File: src/rtl/freq_pkg.sv
// freq_pkg -- shared definitions for the equal-precision frequency meter.
//   * default timing constants (reference clock, counter width, gate and
//     timeout lengths, auto-range thresholds)
//   * measurement controller FSM state encoding
//   * result record handed to the frame sender
//   * saturating increment helper used by all nx/nref counters
package freq_pkg;

  localparam int CLK_HZ      = 50_000_000;   // reference clock, informational
  localparam int CNT_W       = 32;
  localparam int GATE0_CYC   = 5_000_000;    // short preset gate, 100 ms
  localparam int GATE1_CYC   = 50_000_000;   // long preset gate, 1 s
  localparam int TIMEOUT_CYC = 100_000_000;  // max wait for an edge in ARM/CLOSE
  localparam int AUTO_LO     = 1000;         // nx below this on gate0 -> gate1
  localparam int AUTO_HI     = 100_000;      // nx above this on gate1 -> gate0

  typedef enum logic [2:0] {
    ST_IDLE,
    ST_ARM,
    ST_GATE,
    ST_CLOSE,
    ST_RESULT
  } state_t;

  typedef struct packed {
    logic [CNT_W-1:0] nx;
    logic [CNT_W-1:0] nref;
    logic             gate_used;
    logic             timeout;
  } meas_result_t;

  // Counters stick at all-ones instead of wrapping, so an overflowed
  // measurement is recognisable downstream.
  function automatic logic [CNT_W-1:0] sat_inc(input logic [CNT_W-1:0] v);
    return (&v) ? v : v + CNT_W'(1);
  endfunction

endpackage

File: src/rtl/sig_edge_sync.sv
// sig_edge_sync -- brings the asynchronous measured signal into the
// in_clk_50M domain and produces a one-cycle pulse per rising edge.
// Ports:
//   in_clk_50M  in   system clock
//   in_clr      in   asynchronous active-high reset
//   sig_async   in   measured signal, asynchronous
//   sig_rise    out  one-cycle pulse, 3 clocks after the input rises
module sig_edge_sync (
  input  logic in_clk_50M,
  input  logic in_clr,
  input  logic sig_async,
  output logic sig_rise
);

  logic s1, s2, s3;

  // s1/s2 form the metastability synchronizer; s3 is the edge-detect delay.
  // NOTE: sequential state uses non-blocking assignments so every flop
  // samples the pre-edge value of its neighbour, giving a true shift chain.
  always_ff @(posedge in_clk_50M or posedge in_clr) begin
    if (in_clr) begin
      s1 <= 1'b0;
      s2 <= 1'b0;
      s3 <= 1'b0;
    end else begin
      s1 <= sig_async;
      s2 <= s1;
      s3 <= s2;
    end
  end

  assign sig_rise = s2 & ~s3;

endmodule

File: src/rtl/freq_meas_ctrl.sv
// freq_meas_ctrl -- sequencing controller of the equal-precision frequency
// meter. Opens the actual gate on a Sig_in rising edge, keeps it open for the
// preset gate length, closes it on the next rising edge, and counts full
// signal periods (nx) and reference clocks (nref) over that same window.
// Ports:
//   in_clk_50M, in_clr         clock, asynchronous active-high reset
//   Sig_in                     measured signal (asynchronous)
//   cfg_gate_sel, cfg_auto     gate choice / auto-range enable, sampled at ARM entry
//   start, continuous          single-shot pulse / free-running restart
//   meas_valid, meas_ready     result handshake to the frame sender
//   nx_cnt, nref_cnt           counts of the held result
//   gate_used, timeout         gate of the held result / result is a timeout
//   busy                       controller not idle
module freq_meas_ctrl
  import freq_pkg::CNT_W, freq_pkg::state_t, freq_pkg::meas_result_t,
         freq_pkg::sat_inc, freq_pkg::ST_IDLE, freq_pkg::ST_ARM,
         freq_pkg::ST_GATE, freq_pkg::ST_CLOSE, freq_pkg::ST_RESULT;
#(
  parameter int GATE0_CYC   = freq_pkg::GATE0_CYC,
  parameter int GATE1_CYC   = freq_pkg::GATE1_CYC,
  parameter int TIMEOUT_CYC = freq_pkg::TIMEOUT_CYC,
  parameter int AUTO_LO     = freq_pkg::AUTO_LO,
  parameter int AUTO_HI     = freq_pkg::AUTO_HI
) (
  input  logic             in_clk_50M,
  input  logic             in_clr,
  input  logic             Sig_in,
  input  logic             cfg_gate_sel,
  input  logic             cfg_auto,
  input  logic             start,
  input  logic             continuous,
  output logic             meas_valid,
  input  logic             meas_ready,
  output logic [CNT_W-1:0] nx_cnt,
  output logic [CNT_W-1:0] nref_cnt,
  output logic             gate_used,
  output logic             timeout,
  output logic             busy
);

  state_t           state_q, state_d;
  logic [CNT_W-1:0] nx_q, nx_d, nref_q, nref_d;
  logic [31:0]      timer_q, timer_d, to_q, to_d;
  logic [31:0]      gate_len, timer_inc, to_inc;
  logic             gsel_q, range_q, range_d;
  logic             valid_q, busy_q;
  logic             sig_rise, to_hit, handshake, timeout_d;
  meas_result_t     res_q;

  sig_edge_sync u_sync (
    .in_clk_50M (in_clk_50M),
    .in_clr     (in_clr),
    .sig_async  (Sig_in),
    .sig_rise   (sig_rise)
  );

  assign gate_len  = gsel_q ? 32'(GATE1_CYC) : 32'(GATE0_CYC);
  assign timer_inc = timer_q + 32'd1;
  assign to_inc    = to_q + 32'd1;
  assign to_hit    = (to_inc == 32'(TIMEOUT_CYC));
  assign handshake = valid_q & meas_ready;

  // Next state, counter updates and auto-range decision.
  // NOTE: every variable gets a default before the case so no path leaves
  // one unassigned, which would otherwise infer a latch.
  always_comb begin
    state_d   = state_q;
    nx_d      = nx_q;
    nref_d    = nref_q;
    timer_d   = timer_q;
    to_d      = 32'd0;  // timeout counter is zero outside ARM/CLOSE, so it starts clean on entry
    timeout_d = 1'b0;
    range_d   = range_q;

    unique case (state_q)
      ST_IDLE: begin
        if (start || continuous) state_d = ST_ARM;
      end
      ST_ARM: begin
        // Counts are held at zero here: the open edge is not counted, and a
        // timeout from ARM reports 0/0.
        nx_d    = '0;
        nref_d  = '0;
        timer_d = 32'd0;
        to_d    = to_inc;
        if (sig_rise) begin
          state_d = ST_GATE;
        end else if (to_hit) begin
          state_d   = ST_RESULT;
          timeout_d = 1'b1;
        end
      end
      ST_GATE: begin
        nref_d  = sat_inc(nref_q);
        timer_d = timer_inc;
        if (sig_rise) nx_d = sat_inc(nx_q);
        // An edge in the expiry cycle is counted but does not close the gate.
        if (timer_inc == gate_len) state_d = ST_CLOSE;
      end
      ST_CLOSE: begin
        nref_d = sat_inc(nref_q);
        to_d   = to_inc;
        if (sig_rise) begin
          nx_d    = sat_inc(nx_q);
          state_d = ST_RESULT;
        end else if (to_hit) begin
          state_d   = ST_RESULT;
          timeout_d = 1'b1;
        end
      end
      ST_RESULT: begin
        if (handshake) begin
          state_d = continuous ? ST_ARM : ST_IDLE;
          if (res_q.timeout) begin
            if (!res_q.gate_used) range_d = 1'b1;
          end else if (!res_q.gate_used && (res_q.nx < CNT_W'(AUTO_LO))) begin
            range_d = 1'b1;
          end else if (res_q.gate_used && (res_q.nx > CNT_W'(AUTO_HI))) begin
            range_d = 1'b0;
          end
        end
      end
      default: state_d = ST_IDLE;
    endcase
  end

  always_ff @(posedge in_clk_50M or posedge in_clr) begin
    if (in_clr) begin
      state_q <= ST_IDLE;
      nx_q    <= '0;
      nref_q  <= '0;
      timer_q <= 32'd0;
      to_q    <= 32'd0;
      gsel_q  <= 1'b0;
      range_q <= 1'b0;
      valid_q <= 1'b0;
      busy_q  <= 1'b0;
      res_q   <= '0;
    end else begin
      state_q <= state_d;
      nx_q    <= nx_d;
      nref_q  <= nref_d;
      timer_q <= timer_d;
      to_q    <= to_d;
      range_q <= range_d;
      busy_q  <= (state_d != ST_IDLE);

      // Config is sampled once per ARM entry; range_d already includes the
      // update from a handshake happening in this same cycle.
      if (state_d == ST_ARM && state_q != ST_ARM)
        gsel_q <= cfg_auto ? range_d : cfg_gate_sel;

      // Result register loads on RESULT entry and is otherwise frozen, so
      // the outputs stay stable for as long as meas_valid is held.
      if (state_d == ST_RESULT && state_q != ST_RESULT) begin
        res_q   <= '{nx: nx_d, nref: nref_d, gate_used: gsel_q, timeout: timeout_d};
        valid_q <= 1'b1;
      end else if (handshake) begin
        valid_q <= 1'b0;
      end
    end
  end

  assign meas_valid = valid_q;
  assign nx_cnt     = res_q.nx;
  assign nref_cnt   = res_q.nref;
  assign gate_used  = res_q.gate_used;
  assign timeout    = res_q.timeout;
  assign busy       = busy_q;

endmodule

File: config.mk
export PLATFORM = sky130hd
export DESIGN_NAME = freq_meas_ctrl
export DESIGN_NICKNAME = d
export VERILOG_FILES = /design/src/rtl/freq_pkg.sv /design/src/rtl/sig_edge_sync.sv /design/src/rtl/freq_meas_ctrl.sv
export SDC_FILE = /design/constraint.sdc
export NUM_CORES = 1
export LEC_CHECK = 0
export ABC_CLOCK_PERIOD_IN_PS = 16170
export CAP_MARGIN = 0
export CORE_MARGIN = 4
export CORE_UTILIZATION = 50
export CTS_CLUSTER_SIZE = 14
export DETAILED_ROUTE_END_ITERATION = 10
export PLACE_DENSITY = 0.72
export SETUP_SLACK_MARGIN = 0.5
export SLEW_MARGIN = 40
export SYNTH_ARGS = -nofsm -noshare
export SYNTH_HDL_FRONTEND = slang
export SYNTH_SLANG_ARGS = --single-unit
File: constraint.sdc
create_clock -name in_clk_50M -period 16.17 [get_ports in_clk_50M]
set_input_delay 3.234 -clock in_clk_50M [delete_from_list [all_inputs] [get_ports in_clk_50M]]
set_output_delay 3.234 -clock in_clk_50M [all_outputs]
set_load 0.005 [all_outputs]
==> impl_metrics.json, run 1 <==
{
  "synth_edf_count": 0,
  "via_count": 8254,
  "grt_use_total_pct": 19.42,
  "drt_iter0_markers": 548,
  "slew_headroom_pct": 48.26,
  "synth_ff_type": "dfrtp_1",
  "finalWirelength_mm": 23.40,
  "syn_nets": 1077,
  "finalSetupViolCount": 0,
  "nets": 1125,
  "path_clk_slew_ns": 0.06,
  "maxCapViolCount": 0,
  "leakage_nw": 5.043,
  "crit_start": "gate_used",
  "synth_compound_area_share_pct": 11.21,
  "hpwlAfterDp_mm": 15.71,
  "antenna_found_initial": 0,
  "final_util_pct": 58.44,
  "synth_xor_area_share_pct": 4.346,
  "die_w_um": 154.2,
  "hold_viol": 0,
  "p_total_w": 0.001353,
  "wl_per_cell_um": 16.69,
  "setup.worst_path.end": "gate_used",
  "async_reset_ff_share_pct": 100.0,
  "crit_fanout": 5,
  "synth.distinct_cells": 65,
  "period_share_pct": 29.34,
  "slowest_stage": "clkdlybuf4s50_1",
  "pre_cts_ws_ns": 11.02,
  "grt_pass1_vias": 7909,
  "crit_chain": "clkdlybuf4s50_1",
  "fin_tns_setup_ns": 0,
  "postSynthCellCount": 1065,
  "core.rowCount": 53,
  "gr-total-overflow": 0,
  "clock_skew_ns": 0.01099,
  "fillers": 1781,
  "use_met3_pct": 2.786,
  "busiest_layer": "met2",
  "insertedDiodeCount": 0,
  "cts-resized-gates": 0,
  "post-place-cells": 1363,
  "rr_endpoint": "nx_cnt[30]",
  "grt_max_degree": 147,
  "cp_top_family": "buffers and inverters",
  "multi_input_area_mm2": 0.005197,
  "synthTopCellsByArea": "dfrtp_1, mux2_4, nand3_1, nand2_1, o21ai_0",
  "yosysMostFrequentCell": "dfrtp_1",
  "vdd_drop_max_mv": 0.07713,
  "cts_buffer_depth": 3,
  "netlist.area_leader.share_pct": 47.80,
  "tightest_slew_ns": 0.7762,
  "gr-usage-met1_pct": 27.77,
  "syn-cell-area_mm2": 0.01068,
  "worst-path-stages": 1,
  "synth_mux_area_share_pct": 10.23,
  "fp.dieH_um": 154.2,
  "min_period_ns": 4.744,
  "ff2ff_path_depth": 10,
  "synth_area_leader_cell": "dfrtp_1",
  "antenna_left": 0,
  "die_area_mm2": 0.02376,
  "arrival_ns": 1.51,
  "synth_seq_area_share_pct": 47.80,
  "synthSimpleGateAreaFrac_pct": 22.29,
  "post-route-drc-count": 0,
  "regToRegSetupSlack_ns": 12.45,
  "cts_max_level": 1,
  "fmax_mhz": 210.8,
  "core_mm2": 0.02102,
  "via_per_inst": 5.887,
  "min_path_type": "reg2reg",
  "fin_cells": 1402,
  "rsz0062_at_grt": "no",
  "root_buffer": "clkbuf_16",
  "path_class": "reg2out",
  "ys_warn_count": 0,
  "power_density_mw_per_mm2": 110.1,
  "synth_seq_cells": 204,
  "portBuffers": 75,
  "startpoint_type": "flop",
  "grtUsageMet2_pct": 31.66,
  "cts_tree": "done",
  "grt_pass1_wl_mm": 39.48,
  "worst_ep_required_time_ns": 12.94,
  "drive_above_1_share_pct": 10.56,
  "ctsHoldBuffers": 0,
  "max_stage_delay_ns": 0.54,
  "clock_latency_ns": 0.51,
  "end_kind": "output port",
  "status": "completed",
  "maxSlewViolCount": 0,
  "gp_congestion": 0.8400,
  "cts_sinks": 204,
  "cts_setup_buffers": 0,
  "layout_setup_ws_ns": 11.43,
  "seqCellArea_mm2": 0.005105,
  "synth_top_family_by_area": "simple AND/OR/NAND/NOR gates",
  "synthTopCellsByCount": "dfrtp_1, nand2_1, nand3_1",
  "r2r_start": "to_q[0]",
  "crit_buf_inv": 1,
  "synthToLayoutAreaGrowth_pct": 15.03,
  "io-pin-count": 76,
  "yosys.area_share.adder_pct": 0.4686,
  "initial_utilization_pct": 50.81,
  "syn_area_per_cell_um2": 10.03,
  "firstDrtPassIters": 5,
  "cts_buffers": 22
}
where the power goes:
part           total, W  switching [W]  internal, W
clock network  0.000514       0.000202     0.000312
logic          0.000257       0.000165    0.0000922
registers      0.000582      0.0000397     0.000542
stage by stage:
step / instance area, um2 / hold WS (ns)
floorplan: 10680 / 0.3312
finish: 12290 / 0.3429
detailed placement: 11520 / 0.3347
global route: 12290 / 0.3550
CTS: 12260 / 0.3475
global placement: 11510 / 0.3347
metal layers:
layer	vias to the layer above	part of all wire (%)
li1	4022	-
met1	4011	47
met2	182	47
met3	39	4.5
met4	0	2.0
met5	-	0
placed cells by master, fill, tap and decap left out, drive strengths merged, types with 5 or more instances in the layout:
cell type / count
a211oi: 5
a21oi: 20
a22o: 5
a31oi: 9
and2: 6
and3: 17
and4: 16
buf: 8
clkbuf: 29
clkdlybuf4s50: 75
dfrtp: 204
inv: 15
mux2: 65
mux2i: 21
nand2: 111
nand2b: 11
nand3: 86
nand4: 51
nor2: 82
nor2b: 8
nor3: 22
nor4: 22
o211ai: 18
o21ai: 74
o31ai: 23
or3: 12
xnor2: 31
xor2: 22
layout make-up:
type,count,share of cell area [%]
inverter,15,0.5601
clock buffer,29,4.950
multi-input combinational,787,42.31
sequential,204,41.55
timing repair buffer,83,6.793
clock inverter,9,1.039
tap,275,2.801
registers in the layout, summed over array words and instances, names as in the netlist, 3 cells and up:
register  flops
nx_cnt       32
timer_q      32
to_q         32
nref_cnt     32
state_q       3
nref_q       32
nx_q         32
how the worst min path moves through the flow:
stage / startpoint / to / slack, ns / cells past startpoint
after floorplan: u_sync.s1 / u_sync.s2 / 0.33 / 0
after global placement: u_sync.s1 / u_sync.s2 / 0.33 / 0
after detailed placement: u_sync.s1 / u_sync.s2 / 0.33 / 0
after CTS: u_sync.s1 / u_sync.s2 / 0.35 / 0
after global routing: u_sync.s1 / u_sync.s2 / 0.35 / 0
final: u_sync.s1 / u_sync.s2 / 0.34 / 0
cells by family (layout without fill, tap and decap cells):
| kind of cell | after synthesis | count (layout) |
|---|---|---|
| AND/OR/NAND/NOR | 460 | 460 |
| flip-flops | 204 | 204 |
| AO/OA/AOI/OAI | 184 | 184 |
| multiplexers | 86 | 86 |
| buffers and inverters | 74 | 136 |
| XOR/XNOR | 53 | 53 |
| adder cells (fa/ha/maj) | 4 | 4 |
No activity file was read; power rests on OpenSTA's default activity.
==> run 2: changes to the inputs <==
ABC_CLOCK_PERIOD_IN_PS = 4000   (was 16170)
PLACE_DENSITY = 0.74   (was 0.72)
clock period = 4 ns   (was 16.17 ns; I/O delays follow)
==> impl_metrics.json, run 2 (synthesized netlist as in run 1, its figures left out) <==
{
  "drive_above_1_share_pct": 11.78,
  "crit_buf_inv": 1,
  "finalWirelength_mm": 23.63,
  "maxSlewViolCount": 0,
  "initial_utilization_pct": 50.81,
  "power_density_mw_per_mm2": 459.0,
  "worst_ep_required_time_ns": 4.39,
  "vdd_drop_max_mv": 0.3114,
  "grt_use_total_pct": 19.50,
  "placed_area_mm2": 0.01164,
  "whs_ns": 0.3653,
  "leakage_nw": 5.155,
  "use_met3_pct": 2.646,
  "grtUsageMet2_pct": 31.57,
  "cts_max_level": 1,
  "maxCapViolCount": 0,
  "slowest_stage": "dfrtp_1",
  "root_buffer": "clkbuf_16",
  "period_share_pct": 82.23,
  "fp.dieH_um": 154.2,
  "nets": 1133,
  "die_w_um": 154.2,
  "insertedDiodeCount": 0,
  "drt_iter0_markers": 541,
  "gr-usage-met1_pct": 28.10,
  "path_class": "reg2reg",
  "internal_power_w": 0.004051,
  "io-pin-count": 76,
  "final_common_cell": "dfrtp_1",
  "end_kind": "flop",
  "slew_headroom_pct": 47.95,
  "cp_top_family": "simple AND/OR/NAND/NOR gates",
  "antenna_left": 0,
  "die_area_mm2": 0.02376,
  "cts_sinks": 204,
  "status": "completed",
  "hold_viol": 0,
  "cts_buffers": 23,
  "clock_latency_ns": 0.53,
  "gp_congestion": 0.8699,
  "grt_pass1_vias": 7996,
  "rsz0062_at_grt": "no",
  "synthToLayoutAreaGrowth_pct": 17.28,
  "crit_fanout": 33,
  "max_stage_delay_ns": 0.52,
  "final_area_mm2": 0.01253,
  "post-route-drc-count": 0,
  "antenna_found_initial": 0,
  "pwr-share-seq_pct": 40.9,
  "cts_buffer_depth": 3,
  "min_path_type": "reg2reg",
  "grt_pass1_wl_mm": 39.78,
  "via_per_inst": 5.890,
  "portBuffers": 75,
  "p_switching_w": 0.001699,
  "mostFrequentLayoutCells": "dfrtp_1, nand2_1, nand3_1",
  "clockPowerShare_pct": 40.6,
  "startpoint_type": "flop",
  "busiest_layer": "met2",
  "fin_tns_setup_ns": 0,
  "grt_max_degree": 67,
  "crit_chain": "nand4_4 > nor4_1 > o22ai_1 > a2111oi_0 > and4b_1 > nand4_1 > a21oi_4 > clkbuf_16 > mux2_2",
  "fmax_mhz": 304.0,
  "clock_skew_ns": 0.01969,
  "hpwlAfterDp_mm": 16.20,
  "cts_setup_buffers": 0,
  "cts_tree": "done",
  "via_count": 8322,
  "path_clk_slew_ns": 0.06,
  "core.rowCount": 53,
  "gr-total-overflow": 0,
  "power.share.switching_pct": 29.55,
  "wl_per_cell_um": 16.72,
  "finalSetupViolCount": 0,
  "firstDrtPassIters": 5,
  "min_period_ns": 3.289,
  "arrival_ns": 3.68,
  "core_mm2": 0.02102,
  "fillers": 1712,
  "tightest_slew_ns": 0.7778,
  "p_comb_share_pct": 18.5
}
==> run 2: cell count changes in the layout (fill, tap and decap cells not counted), sizes merged <==
cell      previous run  this run
inv                 15        16
buf                  8        14
bufinv               3         5
clkinvlp             3         5
==> run 2: stage by stage <==
stage	util, %	setup slack (ns)	power, W	cells
global route	59.59	0.5088	0.006032	1413
global placement	55.10	0.7224	0.003408	1368
CTS	59.46	0.6840	0.005800	1412
detailed placement	55.36	0.6944	0.003447	1370
floorplan	-	0.5557	0.003082	1065
finish	59.59	0.7108	0.005750	1413
==> run 2: path summary, 6_finish.rpt <==
check | start | endpoint | slack [ns] | depth (start not counted)
hold reg to reg | u_sync.s1 | u_sync.s2 | 0.37 | 0
max in group asynchronous | in_clr | to_q[27] | 2.58 | 4
setup reg to reg | to_q[18] | nref_cnt[3] | 0.71 | 9
hold / removal | u_sync.s1 | u_sync.s2 | 0.37 | 0
min in group asynchronous | in_clr | nref_cnt[9] | 0.62 | 2
setup / recovery | to_q[18] | nref_cnt[3] | 0.71 | 9
==> run 2: power groups by stage <==
stage	Combinational [W]	Sequential, W	Clock (W)
2_1_floorplan	0.000758	0.00232	0
3_3_place_gp	0.00103	0.00238	0
3_5_place_dp	0.00106	0.00238	0
4_1_cts	0.00106	0.00235	0.00239
5_1_grt	0.00118	0.00237	0.00248
6_report	0.00106	0.00235	0.00234
==> run 2: timing repair <==
item,in CTS,in global routing
endpoints found under the setup margin,0,60
hold buffers,0,0
gates resized for setup,0,6
==> run 2: area by class of cell <==
| type | count | area, um2 | share of cell area [%] |
|---|---|---|---|
| clock buffers | 28 | 634.4 | 5.064 |
| clock inverters | 14 | 227.7 | 1.818 |
| inverters | 15 | 60.06 | 0.4795 |
| multi-input cells | 787 | 5196 | 41.48 |
| flip-flops and latches | 204 | 5105 | 40.76 |
| well taps | 275 | 344.1 | 2.747 |
| repair buffers | 90 | 958.4 | 7.652 |
==> run 2: per-layer routing <==
metal	share of wire [%]	vias to the layer above	wire, um
li1	-	4039	-
met5	0	-	0
met3	3.9	37	928
met1	47	4064	11150
met4	2.1	0	499
met2	47	182	11050
==> run 3: changes to the inputs <==
ABC_CLOCK_PERIOD_IN_PS = 3100   (was 4000)
PLACE_DENSITY = 0.72   (was 0.74)
clock period = 3.1 ns   (was 4 ns; I/O delays follow)
==> impl_metrics.json, run 3 (synthesized netlist as in run 1, its figures left out) <==
{
  "end_kind": "flop",
  "insertedDiodeCount": 0,
  "antenna_left": 0,
  "portBuffers": 75,
  "max_stage_delay_ns": 0.43,
  "synthToLayoutAreaGrowth_pct": 24.34,
  "crit_fanout": 9,
  "die_w_um": 154.2,
  "finalWirelength_mm": 25.27,
  "min_period_ns": 2.922,
  "grt_max_degree": 89,
  "fp.dieH_um": 154.2,
  "mostFrequentLayoutCells": "dfrtp_1, nand2_1, nand3_1",
  "ctsHoldBuffers": 0,
  "gp_congestion": 0.8545,
  "core_mm2": 0.02102,
  "setup.worst_path.end": "nref_cnt[19]",
  "worst_ep_required_time_ns": 3.48,
  "nets": 1194,
  "worst-path-stages": 12,
  "status": "completed",
  "cts_buffer_depth": 3,
  "via_count": 8579,
  "fin_tns_setup_ns": 0,
  "drt_iter0_markers": 524,
  "min_path_type": "reg2reg",
  "r2r_start": "to_q[0]",
  "clock_latency_ns": 0.51,
  "power_density_mw_per_mm2": 563.5,
  "maxCapViolCount": 0,
  "final_common_cell": "dfrtp_1",
  "post-route-drc-count": 0,
  "firstDrtPassIters": 5,
  "crit_start": "to_q[0]",
  "grt_use_total_pct": 20.81,
  "period_share_pct": 94.26,
  "tightest_slew_ns": 0.7642,
  "grt_pass1_wl_mm": 42.08,
  "maxSlewViolCount": 0,
  "wl_per_cell_um": 17.18,
  "regToRegSetupSlack_ns": 0.18,
  "fmax_mhz": 342.2,
  "grt_pass1_vias": 8264,
  "path_class": "reg2reg",
  "arrival_ns": 3.31,
  "ff2ff_path_depth": 12,
  "cp_top_family": "simple AND/OR/NAND/NOR gates",
  "initial_utilization_pct": 50.81,
  "vdd_drop_max_mv": 0.2880,
  "hold_viol": 0,
  "whs_ns": 0.3796,
  "cts_max_level": 1,
  "clock_skew_ns": 0.01820,
  "rr_endpoint": "nref_cnt[19]",
  "finalSetupViolCount": 0,
  "startpoint_type": "flop",
  "root_buffer": "clkbuf_16",
  "crit_chain": "ha_4 > and4_4 > buf_6 > nand4_1 > xor2_2 > nand4b_1 > and4b_1 > nand4_1 > a21oi_4 > buf_12 > clkbuf_16 > mux2_4",
  "critPathMostFrequentCell": "nand4_1",
  "core.rowCount": 53,
  "slowest_stage": "dfrtp_2",
  "fillers": 1658,
  "crit_buf_inv": 3,
  "rsz0062_at_grt": "yes",
  "gr-total-overflow": 0,
  "drive_above_1_share_pct": 19.65,
  "cts_buffers": 23,
  "io-pin-count": 76,
  "cts_sinks": 204,
  "path_clk_slew_ns": 0.06,
  "hpwlAfterDp_mm": 16.76,
  "die_area_mm2": 0.02376,
  "antenna_found_initial": 0,
  "via_per_inst": 5.832,
  "cts_tree": "done",
  "leakage_nw": 5.522,
  "slew_headroom_pct": 48.95
}
==> run 3: cell count changes in the layout (fill, tap and decap cells not counted), moves of 5 or more <==
| cell | change |
|---|---|
| dfrtp_1 | -9 |
| nor4_1 | -6 |
| mux2_4 | +24 |
| nor2_2 | +5 |
| and4_4 | +5 |
| mux2_2 | -24 |
| nor2_1 | -5 |
| nor4_2 | +6 |
| buf_4 | +55 |
| dfrtp_2 | +9 |
==> run 3: metrics by stage <==
stage / power [W] / setup WS [ns] / instances / instance area [um2] / util [%]
final: 0.007484 / 0.1780 / 1471 / 13280 / 63.17
after floorplan: 0.004016 / -0.1643 / 1065 / 10790 / -
after global placement: 0.004507 / 0.1315 / 1407 / 12020 / 57.17
after global routing: 0.007839 / 0.05249 / 1471 / 13280 / 63.17
after detailed placement: 0.004533 / 0.04497 / 1407 / 12020 / 57.17
after CTS: 0.007490 / 0.1863 / 1462 / 13040 / 62.03
==> run 3: metal layers <==
metal	vias to the layer above	GRT usage [%]	wire [um]
li1	4158	-	-
met1	4179	29.80	11570
met2	203	33.94	12090
met3	39	2.533	1102
met4	0	5.130	511
met5	-	0	0
==> run 3: area by class of cell <==
cell class	count	area (um2)	share of cell area, %
multi-input combinational	787	5468	41.17
timing repair buffer	151	1500	11.30
sequential	204	5116	38.52
clock buffer	28	604.3	4.551
inverter	15	60.06	0.4522
clock inverter	11	187.7	1.413
tap	275	344.1	2.591
==> run 3: how the worst min path moves through the flow <==
| stage | to | cells past startpoint | slack (ns) | from |
|---|---|---|---|---|
| floorplan | u_sync.s2 | 0 | 0.33 | u_sync.s1 |
| global placement | u_sync.s2 | 0 | 0.38 | u_sync.s1 |
| detailed placement | u_sync.s2 | 0 | 0.38 | u_sync.s1 |
| CTS | u_sync.s2 | 0 | 0.39 | u_sync.s1 |
| global route | u_sync.s2 | 0 | 0.40 | u_sync.s1 |
| finish | u_sync.s2 | 0 | 0.38 | u_sync.s1 |
==> run 3: where the power goes <==
group          internal (W)  switching (W)  total, W
Sequential          0.00283       0.000204   0.00303
Clock               0.00180        0.00109   0.00289
Combinational      0.000636       0.000929   0.00156
==> run 3: what timing repair did <==
item / in CTS / in global routing
pin swaps: 8 / 10
setup buffers: 15 / 6
hold endpoints to repair: 0 / 0
endpoints found under the setup margin: 68 / 74
gates cloned: 1 / 3
gates resized for setup: 29 / 33
